===== src/rtl/sat_unit_arbiter_if.sv =====
// sat_unit_arbiter_if: request fan-in and tagged response bus for the shared saturation unit.
// Revision: 1.0
`default_nettype none

interface sat_unit_arbiter_if #(
  parameter int NREQ = 4,
  parameter int INW  = 16,
  parameter int IDW  = 2
);
  logic [NREQ-1:0]     req_valid;
  logic [NREQ-1:0]     req_ready;
  logic [NREQ*INW-1:0] req_data;
  logic [NREQ*2-1:0]   req_mode;
  logic                rsp_valid;
  logic                rsp_ready;
  logic [IDW-1:0]      rsp_id;
  logic [INW-1:0]      rsp_data;
  logic                rsp_sat;

  modport master (
    output req_valid, req_data, req_mode, rsp_ready,
    input  req_ready, rsp_valid, rsp_id, rsp_data, rsp_sat
  );

  modport slave (
    input  req_valid, req_data, req_mode, rsp_ready,
    output req_ready, rsp_valid, rsp_id, rsp_data, rsp_sat
  );
endinterface

`default_nettype wire


===== src/rtl/sat_unit_arbiter.sv =====
// sat_unit_arbiter: round-robin arbiter in front of a 2-stage saturate/round pipe.
// Revision: 1.0
`default_nettype none

module sat_unit_arbiter #(
  parameter int NREQ = 4,
  parameter int INW  = 16,
  parameter int OUTW = 8,
  parameter int IDW  = 2
) (
  input  wire logic         clk,
  input  wire logic         rst,
  sat_unit_arbiter_if.slave bus,
  input  wire logic         sat_clear,
  output logic [15:0]       sat_count
);

  typedef enum logic [1:0] {
    MODE_SRANGE = 2'd0,
    MODE_SPOS   = 2'd1,
    MODE_UPOS   = 2'd2,
    MODE_RTZEM1 = 2'd3
  } mode_e;

  localparam logic [INW-1:0] SMAX    = INW'((1 << (OUTW - 1)) - 1);
  localparam logic [INW-1:0] SMIN    = ~SMAX;
  localparam logic [INW-1:0] UMAX    = INW'((1 << OUTW) - 1);
  localparam logic [IDW-1:0] PTR_RST = IDW'(NREQ - 1);

  logic [IDW-1:0] ptr_q, ptr_d;
  logic           s1_valid_q;
  logic [INW-1:0] s1_data_q;
  mode_e          s1_mode_q;
  logic [IDW-1:0] s1_id_q;
  logic           rsp_valid_q;
  logic [IDW-1:0] rsp_id_q;
  logic [INW-1:0] rsp_data_q;
  logic           rsp_sat_q;
  logic [15:0]    sat_count_q, sat_count_d;

  logic           grant_found;
  logic [IDW-1:0] grant_idx;
  logic           s2_load;
  logic           s1_can_load;
  logic           xfer;
  logic [INW-1:0] res_data;
  logic           res_sat;

  // Search starts one past the last grantee so every requester gets a turn.
  always_comb begin
    grant_found = 1'b0;
    grant_idx   = '0;
    for (int i = 1; i <= NREQ; i++) begin
      if (!grant_found && bus.req_valid[(int'(ptr_q) + i) % NREQ]) begin
        grant_found = 1'b1;
        grant_idx   = IDW'((int'(ptr_q) + i) % NREQ);
      end
    end
  end

  assign s2_load     = s1_valid_q && (!rsp_valid_q || bus.rsp_ready);
  assign s1_can_load = !s1_valid_q || s2_load;
  assign xfer        = grant_found && s1_can_load && !rst;
  assign ptr_d       = xfer ? grant_idx : ptr_q;

  assign bus.req_ready = xfer ? (NREQ'(1) << grant_idx) : '0;

  always_comb begin
    res_data = s1_data_q;
    res_sat  = 1'b0;
    case (s1_mode_q)
      MODE_SRANGE: begin
        if ($signed(s1_data_q) > $signed(SMAX)) begin
          res_data = SMAX;
          res_sat  = 1'b1;
        end else if ($signed(s1_data_q) < $signed(SMIN)) begin
          res_data = SMIN;
          res_sat  = 1'b1;
        end
      end
      MODE_SPOS: begin
        if (s1_data_q[INW-1]) begin
          res_data = '0;
          res_sat  = 1'b1;
        end else if (s1_data_q > UMAX) begin
          res_data = UMAX;
          res_sat  = 1'b1;
        end
      end
      MODE_UPOS: begin
        if (s1_data_q > UMAX) begin
          res_data = UMAX;
          res_sat  = 1'b1;
        end
      end
      MODE_RTZEM1: begin
        // -1 is already the nearest-to-zero negative value; leave it alone.
        if (s1_data_q[INW-1] && (s1_data_q != '1)) begin
          res_data = s1_data_q + INW'(1);
        end
      end
      default: begin
        res_data = s1_data_q;
        res_sat  = 1'b0;
      end
    endcase
  end

  always_comb begin
    sat_count_d = sat_count_q;
    if (sat_clear) begin
      sat_count_d = '0;
    end else if (rsp_valid_q && bus.rsp_ready && rsp_sat_q && (sat_count_q != 16'hFFFF)) begin
      sat_count_d = sat_count_q + 16'd1;
    end
  end

  always_ff @(posedge clk) begin
    if (rst) begin
      ptr_q       <= PTR_RST;
      s1_valid_q  <= 1'b0;
      s1_data_q   <= '0;
      s1_mode_q   <= MODE_SRANGE;
      s1_id_q     <= '0;
      rsp_valid_q <= 1'b0;
      rsp_id_q    <= '0;
      rsp_data_q  <= '0;
      rsp_sat_q   <= 1'b0;
      sat_count_q <= '0;
    end else begin
      ptr_q       <= ptr_d;
      sat_count_q <= sat_count_d;

      if (xfer) begin
        s1_valid_q <= 1'b1;
        s1_data_q  <= bus.req_data[int'(grant_idx)*INW +: INW];
        s1_mode_q  <= mode_e'(bus.req_mode[int'(grant_idx)*2 +: 2]);
        s1_id_q    <= grant_idx;
      end else if (s2_load) begin
        s1_valid_q <= 1'b0;
      end

      if (s2_load) begin
        rsp_valid_q <= 1'b1;
        rsp_id_q    <= s1_id_q;
        rsp_data_q  <= res_data;
        rsp_sat_q   <= res_sat;
      end else if (bus.rsp_ready) begin
        rsp_valid_q <= 1'b0;
      end
    end
  end

  assign bus.rsp_valid = rsp_valid_q;
  assign bus.rsp_id    = rsp_id_q;
  assign bus.rsp_data  = rsp_data_q;
  assign bus.rsp_sat   = rsp_sat_q;
  assign sat_count     = sat_count_q;

endmodule

`default_nettype wire

===== src/flat_wrapper.sv =====
// flat-port wrapper written by rule: the top's interface ports become plain ports
module sat_unit_arbiter_flat 
#(
  parameter int NREQ = 4,
  parameter int INW  = 16,
  parameter int OUTW = 8,
  parameter int IDW  = 2
)
  (clk, rst, sat_clear, sat_count, bus_req_valid, bus_req_data, bus_req_mode, bus_rsp_ready, bus_req_ready, bus_rsp_valid, bus_rsp_id, bus_rsp_data, bus_rsp_sat);
  sat_unit_arbiter_if #(.NREQ(NREQ), .INW(INW), .IDW(IDW)) bus_i ();
  input  wire logic clk;
  input  wire logic rst;
  input  wire logic sat_clear;
  output logic [15:0] sat_count;
  input wire logic [$bits(bus_i.req_valid)-1:0] bus_req_valid;
  input wire logic [$bits(bus_i.req_data)-1:0] bus_req_data;
  input wire logic [$bits(bus_i.req_mode)-1:0] bus_req_mode;
  input wire logic [$bits(bus_i.rsp_ready)-1:0] bus_rsp_ready;
  output wire logic [$bits(bus_i.req_ready)-1:0] bus_req_ready;
  output wire logic [$bits(bus_i.rsp_valid)-1:0] bus_rsp_valid;
  output wire logic [$bits(bus_i.rsp_id)-1:0] bus_rsp_id;
  output wire logic [$bits(bus_i.rsp_data)-1:0] bus_rsp_data;
  output wire logic [$bits(bus_i.rsp_sat)-1:0] bus_rsp_sat;
  assign bus_i.req_valid = bus_req_valid;
  assign bus_i.req_data = bus_req_data;
  assign bus_i.req_mode = bus_req_mode;
  assign bus_i.rsp_ready = bus_rsp_ready;
  assign bus_req_ready = bus_i.req_ready;
  assign bus_rsp_valid = bus_i.rsp_valid;
  assign bus_rsp_id = bus_i.rsp_id;
  assign bus_rsp_data = bus_i.rsp_data;
  assign bus_rsp_sat = bus_i.rsp_sat;
  sat_unit_arbiter #(.NREQ(NREQ), .INW(INW), .OUTW(OUTW), .IDW(IDW)) u_core (.clk(clk), .rst(rst), .bus(bus_i), .sat_clear(sat_clear), .sat_count(sat_count));
endmodule

===== config.mk =====
export PLATFORM = sky130hd
export DESIGN_NAME = sat_unit_arbiter_flat
export DESIGN_NICKNAME = d
export VERILOG_FILES = /design/src/rtl/sat_unit_arbiter_if.sv /design/src/rtl/sat_unit_arbiter.sv /design/src/flat_wrapper.sv
export SDC_FILE = /design/constraint.sdc
export NUM_CORES = 1
export LEC_CHECK = 0
export CAP_MARGIN = 25
export CORE_ASPECT_RATIO = 0.6
export CORE_MARGIN = 2
export CORE_UTILIZATION = 47
export DETAILED_ROUTE_END_ITERATION = 8
export PLACE_DENSITY = 0.82
export SETUP_SLACK_MARGIN = 0.4
export SLEW_MARGIN = 25
export SYNTH_ARGS = -nofsm -noshare
export SYNTH_HDL_FRONTEND = slang
export SYNTH_SLANG_ARGS = --single-unit

===== constraint.sdc =====
create_clock -name clk -period 2.9 [get_ports clk]
set_input_delay 0.435 -clock clk [delete_from_list [all_inputs] [get_ports clk]]
set_output_delay 0.435 -clock clk [all_outputs]
set_load 0.005 [all_outputs]

Word level (Yosys, flattened, before mapping) --
Cells that the tools add are included.
Operators by class: equal/unequal tests 5, magnitude comparators 7, reduce and logical (&&, ||, !) cells 26, mux-type cells 37, bitwise logic cells 4, add/subtract/negate cells 6, shifts and indexed selects 3
Operators with widths (number):
- 16-bit two-way mux | 5
- 16-bit case mux with 4 select lines | 1
- 64-bit by 7-bit variable part select with 16-bit output | 1
- 16-bit by 1-bit adder with 16-bit output, second input constant | 2
- 16-bit by 8-bit greater-than comparator with 1-bit output, second input constant | 2
- 16-bit inequality test, second input constant | 2
- 1-bit two-way mux | 20
- 16-bit by 8-bit < comparator with 1-bit output, second input constant | 1
- 3-bit by 4-bit < comparator with 1-bit output, second input constant | 4
- 15-bit two-way mux | 1
- 1-bit logical AND | 10
- 2-bit OR reduction | 5
- 1-bit binary-select mux with 2-bit select | 4
- 2-bit two-way mux | 4
- 8-bit by 4-bit variable part select with 2-bit output | 1
- 1-bit logical NOT | 6
- 2-bit by 1-bit adder with 2-bit output, second input constant | 2
- 2-bit adder, second input constant | 2
- 1-bit bitwise AND, first input constant | 4
- 2-bit equality test, second input constant | 2
- 4-bit two-way mux | 1
- 2-bit nonzero test | 2
- 1-bit by 2-bit << shifter with 4-bit output, first input constant | 1
- 1-bit case mux with 3 select lines | 1
- 3 further kinds | 4
Word-level totals: input port bits 80, output and inout port bits 40, logic and storage cells 98, register bits after elaboration 59

Depth between registers and ports, before layout --
depth in word-level cells 19, mapped depth 9, mapped depth without buffers 7

Worst setup path after synthesis --
Ideal clock, no wire load.
kind register to register, from register u_core.s1_data_q[7], to register u_core.rsp_data_q[13], in the netlist u_core.bus.rsp_data[13], data arrival time 2129 ps, path buffers 2, setup slack 640 ps, data required time 2769 ps, setup time 131 ps, cell stages (with the launch flop) 9, clock period less this slack 2260 ps, path through dfxtp_1 > buf_2 > nand4_1 > or3_1 > ha_1 > clkbuf_1 > or2_2 > a211oi_1 > a21oi_1
Between the ends: cells in the longest elaborated chain, start to end 4, elaborated cells on any way between the ends 13, those cells by class add/sub: 1; order compare: 3; eq/ne: 1; mux: 7; reduce/logical: 1
RTL lines:
- start: declaration | line sat_unit_arbiter.sv:32 | logic [INW-1:0] s1_data_q;
- start signal: assignment | line sat_unit_arbiter.sv:136 | s1_data_q <= bus.req_data[int'(grant_idx)*INW +: INW];
- 16-bit by 8-bit greater-than comparator with 1-bit output (tied with other cells) | line sat_unit_arbiter.sv:85, sat_unit_arbiter.sv:91
- 15-bit two-way mux (tied with other cells) | line sat_unit_arbiter.sv:85 | end else if (s1_data_q > UMAX) begin
- 16-bit two-way mux (on tied branches) | line sat_unit_arbiter.sv:82, sat_unit_arbiter.sv:73, sat_unit_arbiter.sv:98
- 16-bit case mux with 4 select lines (*) | line sat_unit_arbiter.sv:71 | case (s1_mode_q)
- end signal: assignment | line sat_unit_arbiter.sv:146 | rsp_data_q <= res_data;
- end: declaration | line sat_unit_arbiter.sv:37 | logic [INW-1:0] rsp_data_q;
Every way passes the cells marked *; elsewhere a longest branch is shown, timed or not. A chain may end at the register's enable or synchronous reset.

Worst setup path after layout --
from input bus_rsp_ready, to output bus_req_ready[1]
Between the ends: cells in the longest elaborated chain, start to end 6
RTL lines:
- start: declaration | line flat_wrapper.sv:18 | input wire logic [$bits(bus_i.rsp_ready)-1:0] bus_rsp_ready;
- 1-bit logical OR | line sat_unit_arbiter.sv:61 | assign s2_load = s1_valid_q && (!rsp_valid_q || bus.rsp_ready);
- 1-bit logical AND | line sat_unit_arbiter.sv:61
- 1-bit logical OR | line sat_unit_arbiter.sv:62 | assign s1_can_load = !s1_valid_q || s2_load;
- 1-bit logical AND (2 in series) | line sat_unit_arbiter.sv:63 | assign xfer = grant_found && s1_can_load && !rst;
- 4-bit two-way mux | line sat_unit_arbiter.sv:66 | assign bus.req_ready = xfer ? (NREQ'(1) << grant_idx) : '0;
- end: declaration | line flat_wrapper.sv:19 | output wire logic [$bits(bus_i.req_ready)-1:0] bus_req_ready;
Every way passes these cells.

==> results.toml <==
[timing]
relSlewSlack = 0.575
setup_tns_ps = 0
fin_crit_sh = 0.856
hold_viol_final = 0
min_period_ps = 2480
tightest_slew_ps = 633
max_freq_ghz = 0.403
skew_ps = 7.22
setup_viol = 0
rsz0062_at_grt = "yes"
slew_viol_final = 0

[min_path]
hold_path.class = "flop to flop"
hold_start = "u_core.bus.rsp_id[0]$_SDFFE_PP0P_"
holdPathEnd = "u_core.bus.rsp_id[0]$_SDFFE_PP0P_"
min_delay_path_depth = 2

[global_routing]
grt_pass1_vias = 3997
grt_max_degree = 37
grt_overflow = 0
grt_pass1_wl_um = 20800
grt_usage = 0.299
antenna_found_initial = 0

[power_and_ir_drop]
ir_drop_uv = 310
power_density_nw_per_um2 = 526
leakage_nw = 2.18
pwr-share-seq = 0.324
pwr-share-clk = 0.393
p_sw_frac = 0.288
switchingPower_w = 0.000856
power.internal_w = 0.00211
comb_power_share = 0.282

[clock_tree]
cts_tree = "built"
cts_root_buf = "clkbuf_16"
cts.htree.levels = 3
postCtsHoldBufs = 0
cts_buffers = 9
clockBufferDepth = 2
clkTransAtPathRegs_ps = 50
clkLatencyLatePin_ps = 330
clock_sink_count = 59

[placed_design]
detailed_place_hpwl_um = 9730
numPortBuffers = 119
gp_congestion = 0.957

[floorplan]
rows = 25
io_pins = 120
die_y_um = 73.7
die_x_um = 120
start_util = 0.485
coreArea_um2 = 7850
die_area_um2 = 8860

[finish]
layout_common_cells = "clkdlybuf4s50_1 (112), dfxtp_1 (59), o21ai_0 (45)"
drive_gt1_frac = 0.144
syn2layout_area_growth_pct = 48.3
finish.utilization = 0.719
antenna_cells = 0
nets = 688
final_common_cell = "clkdlybuf4s50_1"

[logic_synthesis]
synth.distinct_cells = 61
syn_area_per_cell_um2 = 7.98
synthesis.area_um2 = 3810
ys_seq_area_frac = 0.310
synth-seq-cells = 59
async_reset_ff_frac = 0
synthesis.nets = 560
synth_ff_type = "dfxtp_1"
synth_cells = 477
synth_warnings = 0
synth_edf_count = 0

[worst_setup_path]
crit_slowest_cell = "clkdlybuf4s50_1"
path_cells = "clkdlybuf4s50_1, nand2b_4, o2bb2ai_2, nand2b_4, and3b_1, clkdlybuf4s50_1"
rr_startpoint = "u_core.s1_data_q[10]$_SDFFE_PP0P_"
cp_num_buf_inv = 2
critical_path.max_stage_delay_ps = 500
crit_family = "buffers and inverters"
r2r_cells = 7
crit_required_ps = 2470
cp_max_fo = 5
cp-start-kind = "input port"
critPathKind = "input port to primary output"
ff2ff_setup_slack_ps = 510
critPathCaptureType = "primary output"
cp.arrival_ps = 2050
r2r_end = "u_core.bus.rsp_data[0]$_SDFFE_PP0P_"

[route]
wl_per_cell_um = 18.2
via_count = 4342
drt-total-wl_um = 13100
drt_first_pass_iters = 6
postRouteAntennaNets = 0
avgViaCountPerCell = 6.05
drc = 0
drt_iter0_markers = 533

[job]
maxCapViolCount = 0

[status]
status = "finished clean"
[cells by family (layout without fill, tap and decap cells)]
group	after synthesis	count (layout)	share of synthesized area
adder cells (fa/ha/maj)	3	3	0.00986
AND/OR/NAND/NOR	175	175	0.249
XOR/XNOR	10	10	0.0230
AO/OA/AOI/OAI	134	134	0.213
flip-flops	59	59	0.310
multiplexers	55	55	0.151
buffers and inverters	41	174	0.0440
[what timing repair did]
item,4_1_cts,5_1_grt
endpoints found under the hold margin,0,0
resized for setup,16,3
setup endpoints to repair,4,8
pin swaps,1,1
buffers inserted,1,2
[cell usage after synthesis (2+ instances only)]
master / count / share of area
and3b_1: 2 / 0.0046
nor3b_1: 2 / 0.0039
o21ai_0: 47 / 0.062
mux2i_1: 37 / 0.097
o21a_1: 2 / 0.0039
xnor2_1: 10 / 0.023
nor4b_1: 2 / 0.0046
mux2_2: 18 / 0.053
nand4_1: 7 / 0.012
nand2b_1: 8 / 0.013
and2_1: 4 / 0.0066
clkbuf_1: 21 / 0.021
nor2b_1: 6 / 0.0099
o22ai_1: 5 / 0.0082
a31oi_1: 14 / 0.023
or3_1: 5 / 0.0082
dfxtp_1: 59 / 0.31
inv_1: 6 / 0.0059
nand2_1: 26 / 0.026
nor2_1: 38 / 0.037
or4b_1: 3 / 0.0079
ha_1: 3 / 0.0099
a31o_2: 2 / 0.0046
o211a_1: 2 / 0.0053
or2_2: 5 / 0.0082
a21boi_0: 2 / 0.0039
buf_1: 2 / 0.0020
a211o_1: 2 / 0.0046
and4_1: 2 / 0.0046
o211ai_1: 4 / 0.0079
nor4_1: 6 / 0.0099
and3_1: 6 / 0.0099
a211oi_1: 4 / 0.0079
o311a_1: 2 / 0.0053
a21oi_1: 33 / 0.043
nor3_1: 16 / 0.021
buf_2: 9 / 0.012
nand3_1: 29 / 0.038
a21o_1: 3 / 0.0059
clkbuf_2: 2 / 0.0026
[worst max-delay path by stage]
stage	from	to	slack, ps	depth (start not counted)
floorplan	u_core.s1_data_q[7]$_SDFFE_PP0P_	u_core.bus.rsp_data[13]$_SDFFE_PP0P_	640	8
global placement	bus_req_valid[0]	bus_req_ready[2]	130	6
detailed placement	bus_req_valid[0]	bus_req_ready[0]	70	6
CTS	bus_rsp_ready	bus_req_ready[1]	440	6
global route	bus_rsp_ready	bus_req_ready[1]	330	6
finish	bus_rsp_ready	bus_req_ready[1]	420	6
[sequential cells by signal, indices dropped and copies added (netlist names)]
name,cells
u_core.s1_mode_q,2
u_core.bus.rsp_data,16
u_core.s1_data_q,16
u_core.bus.rsp_id,2
u_core.bus.rsp_sat,1
u_core.bus.rsp_valid,1
u_core.ptr_q,2
u_core.sat_count,16
u_core.s1_valid_q,1
u_core.s1_id_q,2
[worst register-to-register path, stage by stage, from the launching register on]
cell     delay (ps)
dfxtp_1         500
nand4_1         170
or3_1           420
ha_2            510
nor2_1           90
a21oi_1         140
nor2b_1          80
o41a_1          360
[through the flow]
step / hold slack [ps] / total power, W / cell area, um^2 / setup WS (ps) / std cells
global route: 480 / 0.00309 / 5650 / 334 / 718
floorplan: 432 / 0.00141 / 3810 / 640 / 477
finish: 458 / 0.00297 / 5650 / 418 / 718
CTS: 461 / 0.00296 / 5620 / 440 / 716
global placement: 446 / 0.00176 / 5260 / 132 / 699
detailed placement: 454 / 0.00178 / 5260 / 72.4 / 699
[area by class of cell]
cell class / count / area, um^2
tap: 108 / 135
sequential: 59 / 1180
multi-input combinational: 377 / 2530
clock buffer: 12 / 256
fill: 597 / 2210
inverter: 7 / 26.3
timing repair buffer: 151 / 1440
clock inverter: 4 / 72.6
[power groups by stage]
stage	logic, W	clock network (W)	registers [W]
global route	0.000910	0.00121	0.000966
CTS	0.000822	0.00118	0.000957
finish	0.000838	0.00117	0.000963
detailed placement	0.000808	0	0.000971
global placement	0.000794	0	0.000969
floorplan	0.000458	0	0.000954
[layer usage]
layer  share of wire  wire [um]  track usage  vias to the layer above
met5               0          0            0                        -
li1                -          -            -                     2044
met3            0.10       1300       0.0683                       22
met4           0.013        168       0.0771                        0
met2            0.43       5600        0.468                      247
met1            0.46       6000        0.419                     2029
Power figures use the tool's default switching activity.
